<file path="src/rtl/fma_pkg.sv">
// Shared constants for the FMA mantissa datapath: mode codes, lane layout, digit size, FSM states.
package fma_pkg;

   localparam logic [1:0] MODE_HP = 2'b01;
   localparam logic [1:0] MODE_SP = 2'b10;
   localparam logic [1:0] MODE_DP = 2'b00;

   localparam int DIGIT_W = 8;
   localparam int CNT_W   = 3;

   // Operand lane widths and LSB positions within a/b
   localparam int HP_W    = 11;
   localparam int SP_W    = 24;
   localparam int DP_W    = 53;
   localparam int HP_OFF1 = 14;
   localparam int HP_OFF2 = 28;
   localparam int HP_OFF3 = 42;
   localparam int SP_OFF1 = 29;

   // Product lane widths and LSB positions within prod
   localparam int HP_PW    = 22;
   localparam int SP_PW    = 48;
   localparam int DP_PW    = 106;
   localparam int HP_POFF1 = 28;
   localparam int HP_POFF2 = 56;
   localparam int HP_POFF3 = 84;
   localparam int SP_POFF1 = 58;

   typedef enum logic [1:0] {
      ST_IDLE = 2'd0,
      ST_BUSY = 2'd1,
      ST_DONE = 2'd2
   } mul_state_e;

   // Number of 8-bit b digits needed to cover one lane; 11 is treated as double.
   function automatic logic [CNT_W-1:0] iter_count(input logic [1:0] m);
      case (m)
         MODE_HP: iter_count = 3'd2;
         MODE_SP: iter_count = 3'd3;
         default: iter_count = 3'd7;
      endcase
   endfunction

endpackage

</file>
<file path="src/rtl/mant_lane_mac.sv">
// One multiplier lane: adds (multiplicand x b digit) << (8*shift_idx) into its accumulator.
// Accumulator updates on the edge after en; clr has priority and zeroes it.
module mant_lane_mac
   import fma_pkg::*;
#(
   parameter int A_W   = 53,
   parameter int ACC_W = 106
) (
   input  logic               clk,
   input  logic               rst_n,
   input  logic               clr,
   input  logic               en,
   input  logic [A_W-1:0]     mcand,
   input  logic [DIGIT_W-1:0] digit,
   input  logic [CNT_W-1:0]   shift_idx,
   output logic [ACC_W-1:0]   acc
);

   logic [ACC_W-1:0] acc_d, acc_q;
   logic [ACC_W-1:0] pp;

   always_comb begin
      pp    = (ACC_W'(mcand) * ACC_W'(digit)) << (DIGIT_W * int'(shift_idx));
      acc_d = acc_q;
      if (clr) begin
         acc_d = '0;
      end else if (en) begin
         acc_d = acc_q + pp;
      end
   end

   always_ff @(posedge clk or negedge rst_n) begin
      if (!rst_n) begin
         acc_q <= '0;
      end else begin
         acc_q <= acc_d;
      end
   end

   assign acc = acc_q;

endmodule

</file>
<file path="src/rtl/mant_mul_seq.sv">
// Sequential lane-packed mantissa multiplier (1x53, 2x24, 4x11), one 8-bit b digit per cycle.
// Latency 7/3/2 cycles, or shorter when MANT_MUL_EARLY_EXIT_EN is defined; result held until out_ready.
module mant_mul_seq
   import fma_pkg::*;
(
   input  logic         clk,
   input  logic         rst_n,
   input  logic         in_valid,
   output logic         in_ready,
   input  logic [1:0]   mode,
   input  logic [52:0]  a,
   input  logic [52:0]  b,
   output logic         out_valid,
   input  logic         out_ready,
   output logic [105:0] prod,
   output logic [1:0]   out_mode
);

   mul_state_e         state_d, state_q;
   logic [CNT_W-1:0]   cnt_d, cnt_q;
   logic [1:0]         mode_d, mode_q;
   logic [DP_W-1:0]    a0_d, a0_q, b0_d, b0_q;
   logic [SP_W-1:0]    a1_d, a1_q, b1_d, b1_q;
   logic [HP_W-1:0]    a2_d, a2_q, b2_d, b2_q;
   logic [HP_W-1:0]    a3_d, a3_q, b3_d, b3_q;
   logic               lane_clr, lane_en;
   logic [CNT_W-1:0]   last_iter;
   logic [DP_PW-1:0]   acc0;
   logic [SP_PW-1:0]   acc1;
   logic [HP_PW-1:0]   acc2, acc3;

   assign last_iter = iter_count(mode_q) - 3'd1;

`ifdef MANT_MUL_EARLY_EXIT_EN
   logic rest_zero;
   // Digits still to come sit above the current low digit of each shifting b register.
   assign rest_zero = (b0_q[DP_W-1:DIGIT_W] == '0) && (b1_q[SP_W-1:DIGIT_W] == '0) &&
                      (b2_q[HP_W-1:DIGIT_W] == '0) && (b3_q[HP_W-1:DIGIT_W] == '0);
`endif

   always_comb begin
      state_d  = state_q;
      cnt_d    = cnt_q;
      mode_d   = mode_q;
      a0_d     = a0_q;
      a1_d     = a1_q;
      a2_d     = a2_q;
      a3_d     = a3_q;
      b0_d     = b0_q;
      b1_d     = b1_q;
      b2_d     = b2_q;
      b3_d     = b3_q;
      lane_clr = 1'b0;
      lane_en  = 1'b0;
      case (state_q)
         ST_IDLE: begin
            if (in_valid) begin
               state_d  = ST_BUSY;
               cnt_d    = '0;
               mode_d   = mode;
               lane_clr = 1'b1;
               a0_d = '0; a1_d = '0; a2_d = '0; a3_d = '0;
               b0_d = '0; b1_d = '0; b2_d = '0; b3_d = '0;
               case (mode)
                  MODE_HP: begin
                     a0_d = DP_W'(a[HP_W-1:0]);
                     b0_d = DP_W'(b[HP_W-1:0]);
                     a1_d = SP_W'(a[HP_OFF1 +: HP_W]);
                     b1_d = SP_W'(b[HP_OFF1 +: HP_W]);
                     a2_d = a[HP_OFF2 +: HP_W];
                     b2_d = b[HP_OFF2 +: HP_W];
                     a3_d = a[HP_OFF3 +: HP_W];
                     b3_d = b[HP_OFF3 +: HP_W];
                  end
                  MODE_SP: begin
                     a0_d = DP_W'(a[SP_W-1:0]);
                     b0_d = DP_W'(b[SP_W-1:0]);
                     a1_d = a[SP_OFF1 +: SP_W];
                     b1_d = b[SP_OFF1 +: SP_W];
                  end
                  default: begin
                     a0_d = a;
                     b0_d = b;
                  end
               endcase
            end
         end
         ST_BUSY: begin
            lane_en = 1'b1;
            cnt_d   = cnt_q + 3'd1;
            b0_d    = b0_q >> DIGIT_W;
            b1_d    = b1_q >> DIGIT_W;
            b2_d    = b2_q >> DIGIT_W;
            b3_d    = b3_q >> DIGIT_W;
            if (cnt_q == last_iter) begin
               state_d = ST_DONE;
            end
`ifdef MANT_MUL_EARLY_EXIT_EN
            if (rest_zero) begin
               state_d = ST_DONE;
            end
`endif
         end
         ST_DONE: begin
            if (out_ready) begin
               state_d = ST_IDLE;
            end
         end
         default: state_d = ST_IDLE;
      endcase
   end

   always_ff @(posedge clk or negedge rst_n) begin
      if (!rst_n) begin
         state_q <= ST_IDLE;
         cnt_q   <= '0;
         mode_q  <= 2'b00;
         a0_q    <= '0;
         a1_q    <= '0;
         a2_q    <= '0;
         a3_q    <= '0;
         b0_q    <= '0;
         b1_q    <= '0;
         b2_q    <= '0;
         b3_q    <= '0;
      end else begin
         state_q <= state_d;
         cnt_q   <= cnt_d;
         mode_q  <= mode_d;
         a0_q    <= a0_d;
         a1_q    <= a1_d;
         a2_q    <= a2_d;
         a3_q    <= a3_d;
         b0_q    <= b0_d;
         b1_q    <= b1_d;
         b2_q    <= b2_d;
         b3_q    <= b3_d;
      end
   end

   mant_lane_mac #(.A_W(DP_W), .ACC_W(DP_PW)) u_lane0 (
      .clk(clk), .rst_n(rst_n), .clr(lane_clr), .en(lane_en),
      .mcand(a0_q), .digit(b0_q[DIGIT_W-1:0]), .shift_idx(cnt_q), .acc(acc0)
   );

   mant_lane_mac #(.A_W(SP_W), .ACC_W(SP_PW)) u_lane1 (
      .clk(clk), .rst_n(rst_n), .clr(lane_clr), .en(lane_en),
      .mcand(a1_q), .digit(b1_q[DIGIT_W-1:0]), .shift_idx(cnt_q), .acc(acc1)
   );

   mant_lane_mac #(.A_W(HP_W), .ACC_W(HP_PW)) u_lane2 (
      .clk(clk), .rst_n(rst_n), .clr(lane_clr), .en(lane_en),
      .mcand(a2_q), .digit(b2_q[DIGIT_W-1:0]), .shift_idx(cnt_q), .acc(acc2)
   );

   mant_lane_mac #(.A_W(HP_W), .ACC_W(HP_PW)) u_lane3 (
      .clk(clk), .rst_n(rst_n), .clr(lane_clr), .en(lane_en),
      .mcand(a3_q), .digit(b3_q[DIGIT_W-1:0]), .shift_idx(cnt_q), .acc(acc3)
   );

   // Gap bits between lane fields are forced to zero rather than taken from the accumulators.
   always_comb begin
      prod = '0;
      case (mode_q)
         MODE_HP: begin
            prod[HP_PW-1:0]          = acc0[HP_PW-1:0];
            prod[HP_POFF1 +: HP_PW]  = acc1[HP_PW-1:0];
            prod[HP_POFF2 +: HP_PW]  = acc2;
            prod[HP_POFF3 +: HP_PW]  = acc3;
         end
         MODE_SP: begin
            prod[SP_PW-1:0]          = acc0[SP_PW-1:0];
            prod[SP_POFF1 +: SP_PW]  = acc1;
         end
         default: prod = acc0;
      endcase
   end

   assign in_ready  = (state_q == ST_IDLE);
   assign out_valid = (state_q == ST_DONE);
   assign out_mode  = mode_q;

endmodule

</file>
<file path="config.mk">
export PLATFORM = sky130hd
export DESIGN_NAME = mant_mul_seq
export DESIGN_NICKNAME = d
export VERILOG_FILES = /design/src/rtl/fma_pkg.sv /design/src/rtl/mant_lane_mac.sv /design/src/rtl/mant_mul_seq.sv
export SDC_FILE = /design/constraint.sdc
export NUM_CORES = 2
export LEC_CHECK = 0
export ABC_AREA = 0
export ABC_CLOCK_PERIOD_IN_PS = 10600
export CAP_MARGIN = 20
export CORE_MARGIN = 2
export CORE_UTILIZATION = 45
export DETAILED_ROUTE_END_ITERATION = 7
export PLACE_DENSITY = 0.67
export SLEW_MARGIN = 10
export SYNTH_ARGS = -nofsm -noshare
export SYNTH_HDL_FRONTEND = slang
export SYNTH_SLANG_ARGS = --single-unit
</file>
<file path="constraint.sdc">
create_clock -name clk -period 10.6 [get_ports clk]
set_clock_uncertainty 0.1 [all_clocks]
set_input_delay 1.59 -clock clk [delete_from_list [all_inputs] [get_ports clk]]
set_output_delay 1.59 -clock clk [all_outputs]
set_load 0.005 [all_outputs]
</file>
==> metrics.log <==
[metrics] run status: finished clean
[metrics] FMAX: 98.1 MHz
[metrics] final max-slew violation count: 0
[metrics] portion of netlist area occupied by mux cells: 0.0178
[metrics] routed wirelength normalized by instance count: 22.7 um
[metrics] endpoint kind of the worst setup timing path: flip-flop
[metrics] Layout Nets: 7,791
[metrics] initial detailed-routing violation count: 4,946
[metrics] overall track demand over capacity in global routing: 0.302
[metrics] antenna violations before repair: 10
[metrics] Netlist Area Pre-Place: 54,600 sq um
[metrics] async set or reset register ratio after synthesis: 1.00
[metrics] via total after detailed routing: 48,900
[metrics] Num Clock Sinks: 403
[metrics] Data arrival, critical path: 10,720 ps
[metrics] post-synthesis net count: 7,766
[metrics] final critical path time including I/O delays and setup: 10,190 ps
[metrics] required arrival time at the worst endpoint: 11,130 ps
[metrics] amount of wire on met2 after detailed routing: 88,200 um
[metrics] worst skew pair latency: 700 ps
[metrics] DRC errors left: 0
[metrics] wire length on met3: 14,300 um
[metrics] Vias per Instance: 5.84
[metrics] topmost layer with routed signal wires: met5
[metrics] die height: 352 um
[metrics] hold bufs inserted after CTS: 0
[metrics] die extent in x: 352 um
[metrics] DP Worst Slack: 494 ps
[metrics] fraction of synthesized cell area taken by the top area cell type: 0.202
[metrics] Avg Inst Size Synth: 8.15 sq um
[metrics] number of global-route vias before repair: 48,500
[metrics] remaining antenna violation count after routing: 0
[metrics] maximum level of the CTS H-tree: 2
[metrics] placeable core region: 120,000 sq um
[metrics] wire length of the first global-routing pass: 293,000 um
[metrics] cell mode on critical path: fa_1
[metrics] final setup slack of the worst path: 408 ps
[metrics] library cells used by synthesis: 86
[metrics] crit start category: flip-flop
[metrics] number of port buffers: 221
[metrics] flip-flop and latch count after synthesis: 403
[metrics] library cell with the largest summed area after synthesis: fa_1
[metrics] most common cell after layout, fill and taps aside: nand2_1
[metrics] commonest cells after routing, fill and taps aside: 1,102 x nand2_1, 620 x inv_1, 550 x fa_1
[metrics] fraction of final layout cells sized beyond drive strength 1: 0.0516
[metrics] clock slew at reported path FFs: 60 ps
[metrics] largest cells by area after synthesis: fa_1 20%, dfrtp_1 18%, ha_1 9.4%, nand2_1 7.6%, and2_1 5.9%
[metrics] master of the slowest instance on the critical path: fa_1
[metrics] Compound-Gate Fraction of Synth Area: 0.176
[metrics] adder and majority cell fraction of the synthesized area: 0.296
[metrics] initial standard-cell utilization of the core: 0.454
[metrics] actual transition at the worst max-transition pin: 1070 ps
[metrics] largest family of logic cells by synthesized area: adder cells
[metrics] worst hold path class: flip-flop to flip-flop
[metrics] pin count of the biggest net entering global routing: 166
[metrics] max-capacitance violation count: 0
[metrics] Post-Synth XOR/XNOR Area: 0.0446
[metrics] Seq/Total Area, Yosys: 0.185
[metrics] TritonRoute pass-1 iters: 6
[metrics] TritonCTS clock tree: done
[metrics] Max-slew headroom: 0.285
[metrics] Hold Vio Cnt, Final: 0
[metrics] delay contributed by the slowest stage of the critical path: 550 ps
[metrics] master cell of the clock root buffer: clkbuf_16
[metrics] Worst Setup Path Type: flip-flop to flip-flop
[metrics] number of synthesized flops with an enable pin: 0
[metrics] instance count of the mapped netlist: 6,693
[metrics] die area: 124,000 sq um
[metrics] most common flop cell mapped by yosys: dfrtp_1
[metrics] CTS Buffer Depth: 3
[metrics] Syn-to-layout area delta: 10.8%
[metrics] met1 WL: 78,500 um
[metrics] number of setup violations in the final report: 0
[metrics] number of buffers created by CTS: 54
[metrics] Worst Path Max Fanout: 54
[metrics] simple-gate portion of the synthesized area: 0.208
[metrics] top-level I/O count: 222
[metrics] final RePlAce weighted congestion: 0.995
[metrics] number of core rows: 127
[metrics] overflow left after global routing: 0
[metrics] placed wire-length estimate after detailed placement: 148,000 um
[metrics] Tcrit/Tclk final: 0.961
[metrics] Syn. warnings: 0
[metrics] routed wire length: 190,000 um
[through the flow]
step,hold WS [ps],utilization,setup TNS [ps],cell area [sq um],std cells
after CTS,365,0.503,0,60400,8371
after floorplan,338,-,0,54600,6693
after detailed placement,350,0.487,0,58500,8273
after global routing,387,0.503,-2.78,60400,8372
after global placement,347,0.487,0,58500,8273
final,365,0.503,0,60400,8375
[cells in the mapped netlist, drive strengths merged, types with 51 or more instances]
library cell,instances
nand3,225
a21oi,342
a22oi,103
fa,550
inv,622
xor2,110
dfrtp,403
clkbuf,338
mux2i,51
a31oi,67
buf,78
o21ai,422
and2,518
ha,411
a21o,176
nor2,296
xnor2,168
o21bai,60
nand2,1103
and3,62
[cell families (layout without fill, tap and decap cells)]
family                   after synthesis  count (layout)
AND/OR/NAND/NOR                     2424            2424
AO/OA/AOI/OAI                       1497            1497
buffers and inverters               1038            1105
adder cells (fa/ha/maj)              961             961
flip-flops                           403             403
XOR/XNOR                             278             278
multiplexers                          92              92
other                                  0               3
[what timing repair did]
action | in CTS | in global routing
gates resized for setup | 0 | 6
buffers inserted | 0 | 1
endpoints found under the setup margin | 0 | 23
[sequential cells by signal (all words and copies together) (netlist names), 22 cells and up]
name         count
u_lane3.acc     22
b0_q            53
u_lane2.acc     22
a0_q            53
u_lane0.acc    106
u_lane1.acc     48
a1_q            24
b1_q            24
[final cells by class]
type                            instances  area, sq um
Antenna cell                            3         7.51
Clock buffer                           73         1500
Clock inverter                         25          350
Fill cell                           11600        59700
Inverter                              622         2340
Multi-Input combinational cell       5252        40600
Sequential cell                       403        10100
Tap cell                             1612         2020
Timing Repair Buffer                  385         3550
[critical path, delay by kind of cell, from the launching register on]
kind | cells | cell delay, ps
AOI/OAI and AO/OA | 13 | 3530
adders and majority gates | 6 | 2770
and+or+nand+nor | 12 | 2170
buffers and inverters | 5 | 700
DFF | 1 | 370
muxes | 1 | 220
xor gates and xnor gates | 1 | 160
[final timing paths]
path                                      startpoint                      endpoint  slack, ps  cells after the start
worst max-delay path             b0_q[5]$_DFFE_PN0P_  u_lane0.acc[104]$_DFFE_PN0P_        410                     38
worst min-delay path            b0_q[46]$_DFFE_PN0P_          b0_q[38]$_DFFE_PN0P_        370                      2
worst max register to register   b0_q[5]$_DFFE_PN0P_  u_lane0.acc[104]$_DFFE_PN0P_        410                     38
worst min register to register  b0_q[46]$_DFFE_PN0P_          b0_q[38]$_DFFE_PN0P_        370                      2
max in group asynchronous                      rst_n           a0_q[6]$_DFFE_PN0P_       7250                      3
min in group asynchronous                      rst_n   u_lane0.acc[83]$_DFFE_PN0P_        780                      1
[routing by layer]
layer  track usage  up-vias
li1              -    22300
met3        0.0456      373
met2         0.486     1883
met5             0        -
met4         0.123        8
met1         0.407    24300
Power is left out: the tool's default activity adds up to more than one toggle a clock period on the data nets, which glitch-free logic cannot reach.
